### config.mk
export PLATFORM = sky130hd
export DESIGN_NAME = dma_mem_responder
export DESIGN_NICKNAME = d
export VERILOG_FILES = /design/src/rtl/dma_pkg.sv /design/src/rtl/dma_mem_ram.sv /design/src/rtl/dma_mem_responder.sv
export SDC_FILE = /design/constraint.sdc
export NUM_CORES = 2
export LEC_CHECK = 0
export CORE_UTILIZATION = 63
export DETAILED_ROUTE_END_ITERATION = 10
export MAX_ROUTING_LAYER = met4
export PLACE_DENSITY = 0.78
export SLEW_MARGIN = 20
export SYNTH_ARGS = -nofsm -noshare
export SYNTH_HDL_FRONTEND = slang
export SYNTH_SLANG_ARGS = --single-unit
### constraint.sdc
create_clock -name clk -period 5.15 [get_ports clk]
set_input_delay 1.03 -clock clk [delete_from_list [all_inputs] [get_ports clk]]
set_output_delay 1.03 -clock clk [all_outputs]
set_load 0.05 [all_outputs]
### src/rtl/dma_pkg.sv
// Constants and payload types shared by the DMA core and its memory-side responder.
package dma_pkg;

  localparam int unsigned STATE_W = 2;
  localparam int unsigned NIB_W   = 4;
  localparam int unsigned BYTE_W  = 8;
  localparam int unsigned WORD_W  = 32;

  localparam logic [STATE_W-1:0] ST_IDLE     = 2'd0;
  localparam logic [STATE_W-1:0] ST_WR       = 2'd1;
  localparam logic [STATE_W-1:0] ST_RD_FETCH = 2'd2;
  localparam logic [STATE_W-1:0] ST_RD_SEND  = 2'd3;

  localparam logic MODE_CPU_TO_MEM = 1'b1;
  localparam logic MODE_MEM_TO_CPU = 1'b0;

  localparam logic PH_LO = 1'b0;
  localparam logic PH_HI = 1'b1;

  typedef struct packed {
    logic [WORD_W-1:0] addr;
    logic [WORD_W-1:0] len;
  } addr_req_t;

  function automatic logic [BYTE_W-1:0] pack_byte(input logic [NIB_W-1:0] hi,
                                                  input logic [NIB_W-1:0] lo);
    return {hi, lo};
  endfunction

endpackage

### src/rtl/dma_mem_ram.sv
// Byte RAM behind the responder: synchronous write, combinational read, contents never reset.
module dma_mem_ram #(
  parameter int unsigned DEPTH = 256,
  parameter int unsigned AW    = 8
) (
  input  logic          clk,
  input  logic          we,
  input  logic [AW-1:0] waddr,
  input  logic [7:0]    wdata,
  input  logic [AW-1:0] raddr,
  output logic [7:0]    rdata
);

  logic [7:0] mem [DEPTH];

  always_ff @(posedge clk) begin
    if (we) begin
      mem[waddr] <= wdata;
    end
  end

  assign rdata = mem[raddr];

endmodule

### src/rtl/dma_mem_responder.sv
// Memory-side endpoint of the DMA protocol: takes {addr,len}, then sinks or sources
// len bytes as nibbles (low nibble first) against an internal byte RAM.
module dma_mem_responder
  import dma_pkg::*;
#(
  parameter int unsigned DEPTH = 256,
  parameter int unsigned AW    = 8
) (
  input  logic        clk,
  input  logic        resetn,
  input  logic        mode,
  input  logic        addr_in_valid,
  output logic        addr_in_enable,
  input  logic [31:0] addr_in,
  input  logic [31:0] len_in,
  input  logic        dma_to_mem_valid,
  output logic        dma_to_mem_enable,
  input  logic [3:0]  mem_in_socket,
  output logic        mem_to_dma_valid,
  input  logic        mem_to_dma_enable,
  output logic [3:0]  mem_out_socket,
  output logic        busy,
  output logic        done
);

  logic [STATE_W-1:0] state_q, state_d;
  logic [AW-1:0]      ptr_q, ptr_d;
  logic [WORD_W-1:0]  len_q, len_d;
  logic [WORD_W-1:0]  cnt_q, cnt_d;
  logic               phase_q, phase_d;
  logic [NIB_W-1:0]   lo_q, lo_d;
  logic [BYTE_W-1:0]  rd_byte_q, rd_byte_d;

  logic               addr_in_enable_d;
  logic               dma_to_mem_enable_d;
  logic               mem_to_dma_valid_d;
  logic [NIB_W-1:0]   mem_out_socket_d;
  logic               busy_d;
  logic               done_d;

  logic               we_c;
  logic [BYTE_W-1:0]  wdata_c;
  logic [BYTE_W-1:0]  rdata_c;
  logic [WORD_W-1:0]  cnt_inc_c;
  addr_req_t          req_c;
  logic               unused_addr_hi;

  assign req_c          = {addr_in, len_in};
  assign unused_addr_hi = ^req_c.addr[WORD_W-1:AW];
  assign cnt_inc_c      = cnt_q + 32'd1;
  assign wdata_c        = pack_byte(mem_in_socket, lo_q);

  // A HI beat landing on a reset edge must not commit its byte.
  dma_mem_ram #(
    .DEPTH (DEPTH),
    .AW    (AW)
  ) u_ram (
    .clk   (clk),
    .we    (we_c & resetn),
    .waddr (ptr_q),
    .wdata (wdata_c),
    .raddr (ptr_q),
    .rdata (rdata_c)
  );

  always_ff @(posedge clk) begin
    if (!resetn) begin
      state_q           <= ST_IDLE;
      ptr_q             <= '0;
      len_q             <= '0;
      cnt_q             <= '0;
      phase_q           <= PH_LO;
      lo_q              <= '0;
      rd_byte_q         <= '0;
      addr_in_enable    <= 1'b0;
      dma_to_mem_enable <= 1'b0;
      mem_to_dma_valid  <= 1'b0;
      mem_out_socket    <= '0;
      busy              <= 1'b0;
      done              <= 1'b0;
    end else begin
      state_q           <= state_d;
      ptr_q             <= ptr_d;
      len_q             <= len_d;
      cnt_q             <= cnt_d;
      phase_q           <= phase_d;
      lo_q              <= lo_d;
      rd_byte_q         <= rd_byte_d;
      addr_in_enable    <= addr_in_enable_d;
      dma_to_mem_enable <= dma_to_mem_enable_d;
      mem_to_dma_valid  <= mem_to_dma_valid_d;
      mem_out_socket    <= mem_out_socket_d;
      busy              <= busy_d;
      done              <= done_d;
    end
  end

  // Next state, datapath updates and next values of the registered outputs.
  always_comb begin
    state_d            = state_q;
    ptr_d              = ptr_q;
    len_d              = len_q;
    cnt_d              = cnt_q;
    phase_d            = phase_q;
    lo_d               = lo_q;
    rd_byte_d          = rd_byte_q;
    mem_to_dma_valid_d = mem_to_dma_valid;
    mem_out_socket_d   = mem_out_socket;
    done_d             = 1'b0;
    we_c               = 1'b0;

    case (state_q)
      ST_IDLE: begin
        if (addr_in_valid && addr_in_enable) begin
          ptr_d   = req_c.addr[AW-1:0];
          len_d   = req_c.len;
          cnt_d   = '0;
          phase_d = PH_LO;
          if (req_c.len == '0) begin
            done_d = 1'b1;
          end else if (mode == MODE_CPU_TO_MEM) begin
            state_d = ST_WR;
          end else begin
            state_d = ST_RD_FETCH;
          end
        end
      end

      ST_WR: begin
        if (dma_to_mem_valid && dma_to_mem_enable) begin
          if (phase_q == PH_LO) begin
            lo_d    = mem_in_socket;
            phase_d = PH_HI;
          end else begin
            we_c    = 1'b1;
            ptr_d   = ptr_q + AW'(1);
            cnt_d   = cnt_inc_c;
            phase_d = PH_LO;
            if (cnt_inc_c == len_q) begin
              state_d = ST_IDLE;
              done_d  = 1'b1;
            end
          end
        end
      end

      ST_RD_FETCH: begin
        rd_byte_d          = rdata_c;
        mem_out_socket_d   = rdata_c[NIB_W-1:0];
        mem_to_dma_valid_d = 1'b1;
        phase_d            = PH_LO;
        state_d            = ST_RD_SEND;
      end

      ST_RD_SEND: begin
        if (mem_to_dma_valid && mem_to_dma_enable) begin
          if (phase_q == PH_LO) begin
            mem_out_socket_d = rd_byte_q[BYTE_W-1:NIB_W];
            phase_d          = PH_HI;
          end else begin
            mem_to_dma_valid_d = 1'b0;
            ptr_d              = ptr_q + AW'(1);
            cnt_d              = cnt_inc_c;
            if (cnt_inc_c == len_q) begin
              state_d = ST_IDLE;
              done_d  = 1'b1;
            end else begin
              state_d = ST_RD_FETCH;
            end
          end
        end
      end

      default: begin
        state_d = ST_IDLE;
      end
    endcase

    addr_in_enable_d    = (state_d == ST_IDLE);
    dma_to_mem_enable_d = (state_d == ST_WR);
    busy_d              = (state_d != ST_IDLE);
  end

endmodule

==> impl_metrics.py <==
metrics = {
    "detailed_routing": {
        "finalWirelength_mm": 211,
        "vias_per_cell": 6.97,
        "drc": 0,
        "ant_nets": 0,
        "wl_per_cell_um": 33.0,
        "dr.pass1.iters": 6,
        "drt_iter0_markers": 6343,
        "via_count": 44485,
    },
    "cells_and_area": {
        "design_area_um2": 95400,
        "drive_above_1_share_pct": 26.7,
        "layout.cells.non_filler": 6385,
        "nets": 4533,
        "syn_to_final_growth_pct": 13.3,
    },
    "clock_tree": {
        "hold_buffers": 0,
        "post_cts.repair.setup_buffers": 0,
        "cts_tree": "yes",
        "numCtsBuffers": 203,
        "clock-sinks": 2148,
        "ctsResizeCount": 0,
        "cts.path.max_buffers": 3,
        "clk_pin_slew_ps": 60,
        "h-tree-depth": 4,
        "insertion_delay_ps": 820,
        "cts.root.buffer_cell": "clkbuf_16",
    },
    "timing": {
        "worst_pin_slew_ps": 1210,
        "setup_violations": 0,
        "min_period_ps": 4030,
        "slew_headroom_pct": 19.3,
        "fin_tns_setup_ps": 0,
        "fin_crit_sh_pct": 78.3,
        "hold_violations": 0,
        "finalClockSkew_ps": 49.1,
        "fmax_mhz": 248,
        "slew_violations": 0,
        "rsz0062_at_grt": "no",
    },
    "synthesis": {
        "ys_seq_area_share_pct": 75.4,
        "yosysTopAreaCell": "edfxtp_1",
        "netlist_instances": 4133,
        "synth-simple-area-share_pct": 3.68,
        "synthXorXnorAreaFrac_pct": 0.458,
        "synth_flop_cell": "edfxtp_1",
        "synth_compound_area_share_pct": 2.22,
        "syn_avg_cell_area_um2": 20.4,
        "synth_area_um2": 84200,
        "netlist.area_leader.share_pct": 73.0,
        "async_flop_share_pct": 0,
        "synth_area_leaders": "edfxtp_1, mux4_2, dfxtp_1, nor2_1, mux2i_1",
        "ys_warn_count": 0,
        "ys_ff_latch": 2148,
        "synth_fp_nets": 4212,
        "synth_cell_types": 66,
        "synth.area.mux_share_pct": 16.9,
        "synth-edff-count": 2048,
        "yosys.area_share.adder_pct": 0.0743,
        "synth.most_common_cell": "edfxtp_1",
        "synth_top_family_by_area": "multiplexers",
        "netlist_top_cells_count": "edfxtp_1, mux4_2, nor2_1, nand2_1, clkbuf_1",
    },
    "worst_setup_path": {
        "reg2reg_slack_ps": 1120,
        "path_class": "flip-flop to flip-flop",
        "arrival_ps": 4780,
        "cp-endpoint": "dma_to_mem_enable",
        "crit_start": "cnt_q[0]",
        "cp-start-kind": "flip-flop",
        "r2r-start": "cnt_q[0]",
        "r2r-end": "dma_to_mem_enable",
        "rr_worst_depth": 10,
        "crit_fanout": 11,
        "required_ps": 5900,
        "end_kind": "flip-flop",
    },
    "die": {
        "die_x_um": 368,
        "placementRows": 133,
        "start_util_pct": 63.8,
        "fp.dieH_um": 368,
        "die-area_um2": 135000,
        "io_pins": 83,
        "core_um2": 132000,
    },
    "placement": {
        "place_area_um2": 88700,
        "gp_congestion": 0.853,
        "io_buffers": 58,
        "dpl.hpwl_mm": 116,
        "dp.cells": 6004,
    },
    "global_route": {
        "first_global_vias": 44505,
        "grt_usage_pct": 32.6,
        "antenna_found_initial": 5,
        "grt_overflow": 0,
        "grt_max_degree": 202,
        "grt_pass1_wl_mm": 306,
    },
    "power_and_ir_drop": {
        "worst_ir_drop_vdd_mv": 0.341,
        "p_per_area_nw_per_um2": 384,
        "power_uw": 36600,
        "leakage_uw": 0.0269,
    },
    "hold_path": {
        "hold_class": "flip-flop to flip-flop",
    },
    "flow_run": {
        "cap_violations": 0,
    },
    "outcome": {
        "status": "completed",
    },
}
how the worst min path moves through the flow:
stage	startpoint	to	slack (ps)	cells past startpoint
after global placement	len_q[28]	len_q[28]	460	2
after global routing	len_q[9]	len_q[9]	500	2
after detailed placement	len_q[21]	len_q[21]	460	2
final	len_q[5]	len_q[5]	470	2
after floorplan	len_q[0]	len_q[0]	450	2
after CTS	len_q[29]	len_q[29]	480	2
power breakdown:
| group | switching, uW | internal, uW | total, uW |
|---|---|---|---|
| Sequential | 137 | 19000 | 19200 |
| Clock | 6610 | 8490 | 15100 |
| Combinational | 1390 | 951 | 2340 |
| Total | 8140 | 28500 | 36600 |
critical path: stages, from the launching register on:
cell       delay, ps
dfxtp_1          440
ha_1             390
and3_1           390
nand3_2          300
or4_4            580
a2bb2o_4         220
or4_1            530
or4_4            570
nor2_1           210
o2bb2ai_2        160
nor3b_2          180
flip-flops by register name, indices dropped and copies added (netlist names), named ones only:
signal,cells
phase_q,1
cnt_q,32
busy,1
addr_in_enable,1
done,1
dma_to_mem_enable,1
mem_out_socket,4
ptr_q,8
mem_to_dma_valid,1
state_q,2
u_ram.mem,2048
rd_byte_q,4
lo_q,4
len_q,32
cells in the final DEF, fill, tap and decap left out, types with 31 or more instances in the layout:
cell type,count
a21oi_1,100
mux4_2,600
edfxtp_1,2048
clkbuf_16,204
nand2_1,156
o21ai_0,55
clkbuf_1,37
dfxtp_1,91
mux2i_1,72
buf_4,289
a22oi_1,49
nor2_1,361
nand3_1,32
clkinv_1,55
xnor2_1,31
clkdlybuf4s50_1,54
cell type report:
| type | instances | area, um2 |
|---|---|---|
| diodes | 4 | 10.0 |
| clock buffers | 242 | 5260 |
| clock inverters | 135 | 1440 |
| fillers | 7102 | 36500 |
| inverters | 14 | 52.6 |
| multi-input cells | 1716 | 19700 |
| flip-flops and latches | 2148 | 63500 |
| well taps | 1755 | 2200 |
| repair buffers | 371 | 3250 |
logic make-up (layout without fill, tap and decap cells):
logic type,Yosys count,count (layout)
other cells,0,4
simple gates,701,701
fa+ha+maj,5,5
compound gates,294,294
mux,672,672
flops,2148,2148
xor+xnor,44,44
buf+inv,269,762
per-stage QoR:
step / setup slack (ps) / hold WS (ps) / util, %
final: 1120 / 473 / 72.3
after global routing: 947 / 498 / 72.3
after CTS: 1150 / 477 / 72.3
after detailed placement: 936 / 460 / 67.2
after global placement: 1130 / 462 / 67.2
after floorplan: 898 / 448 / -
layer usage:
metal	track usage [%]	up-vias	wire length, um
li1	-	17700	-
met1	43.5	23006	75600
met2	51.0	3238	104000
met3	5.88	541	22100
met4	12.2	0	8880
met5	-	-	0
(Power assumes the default switching activity.)
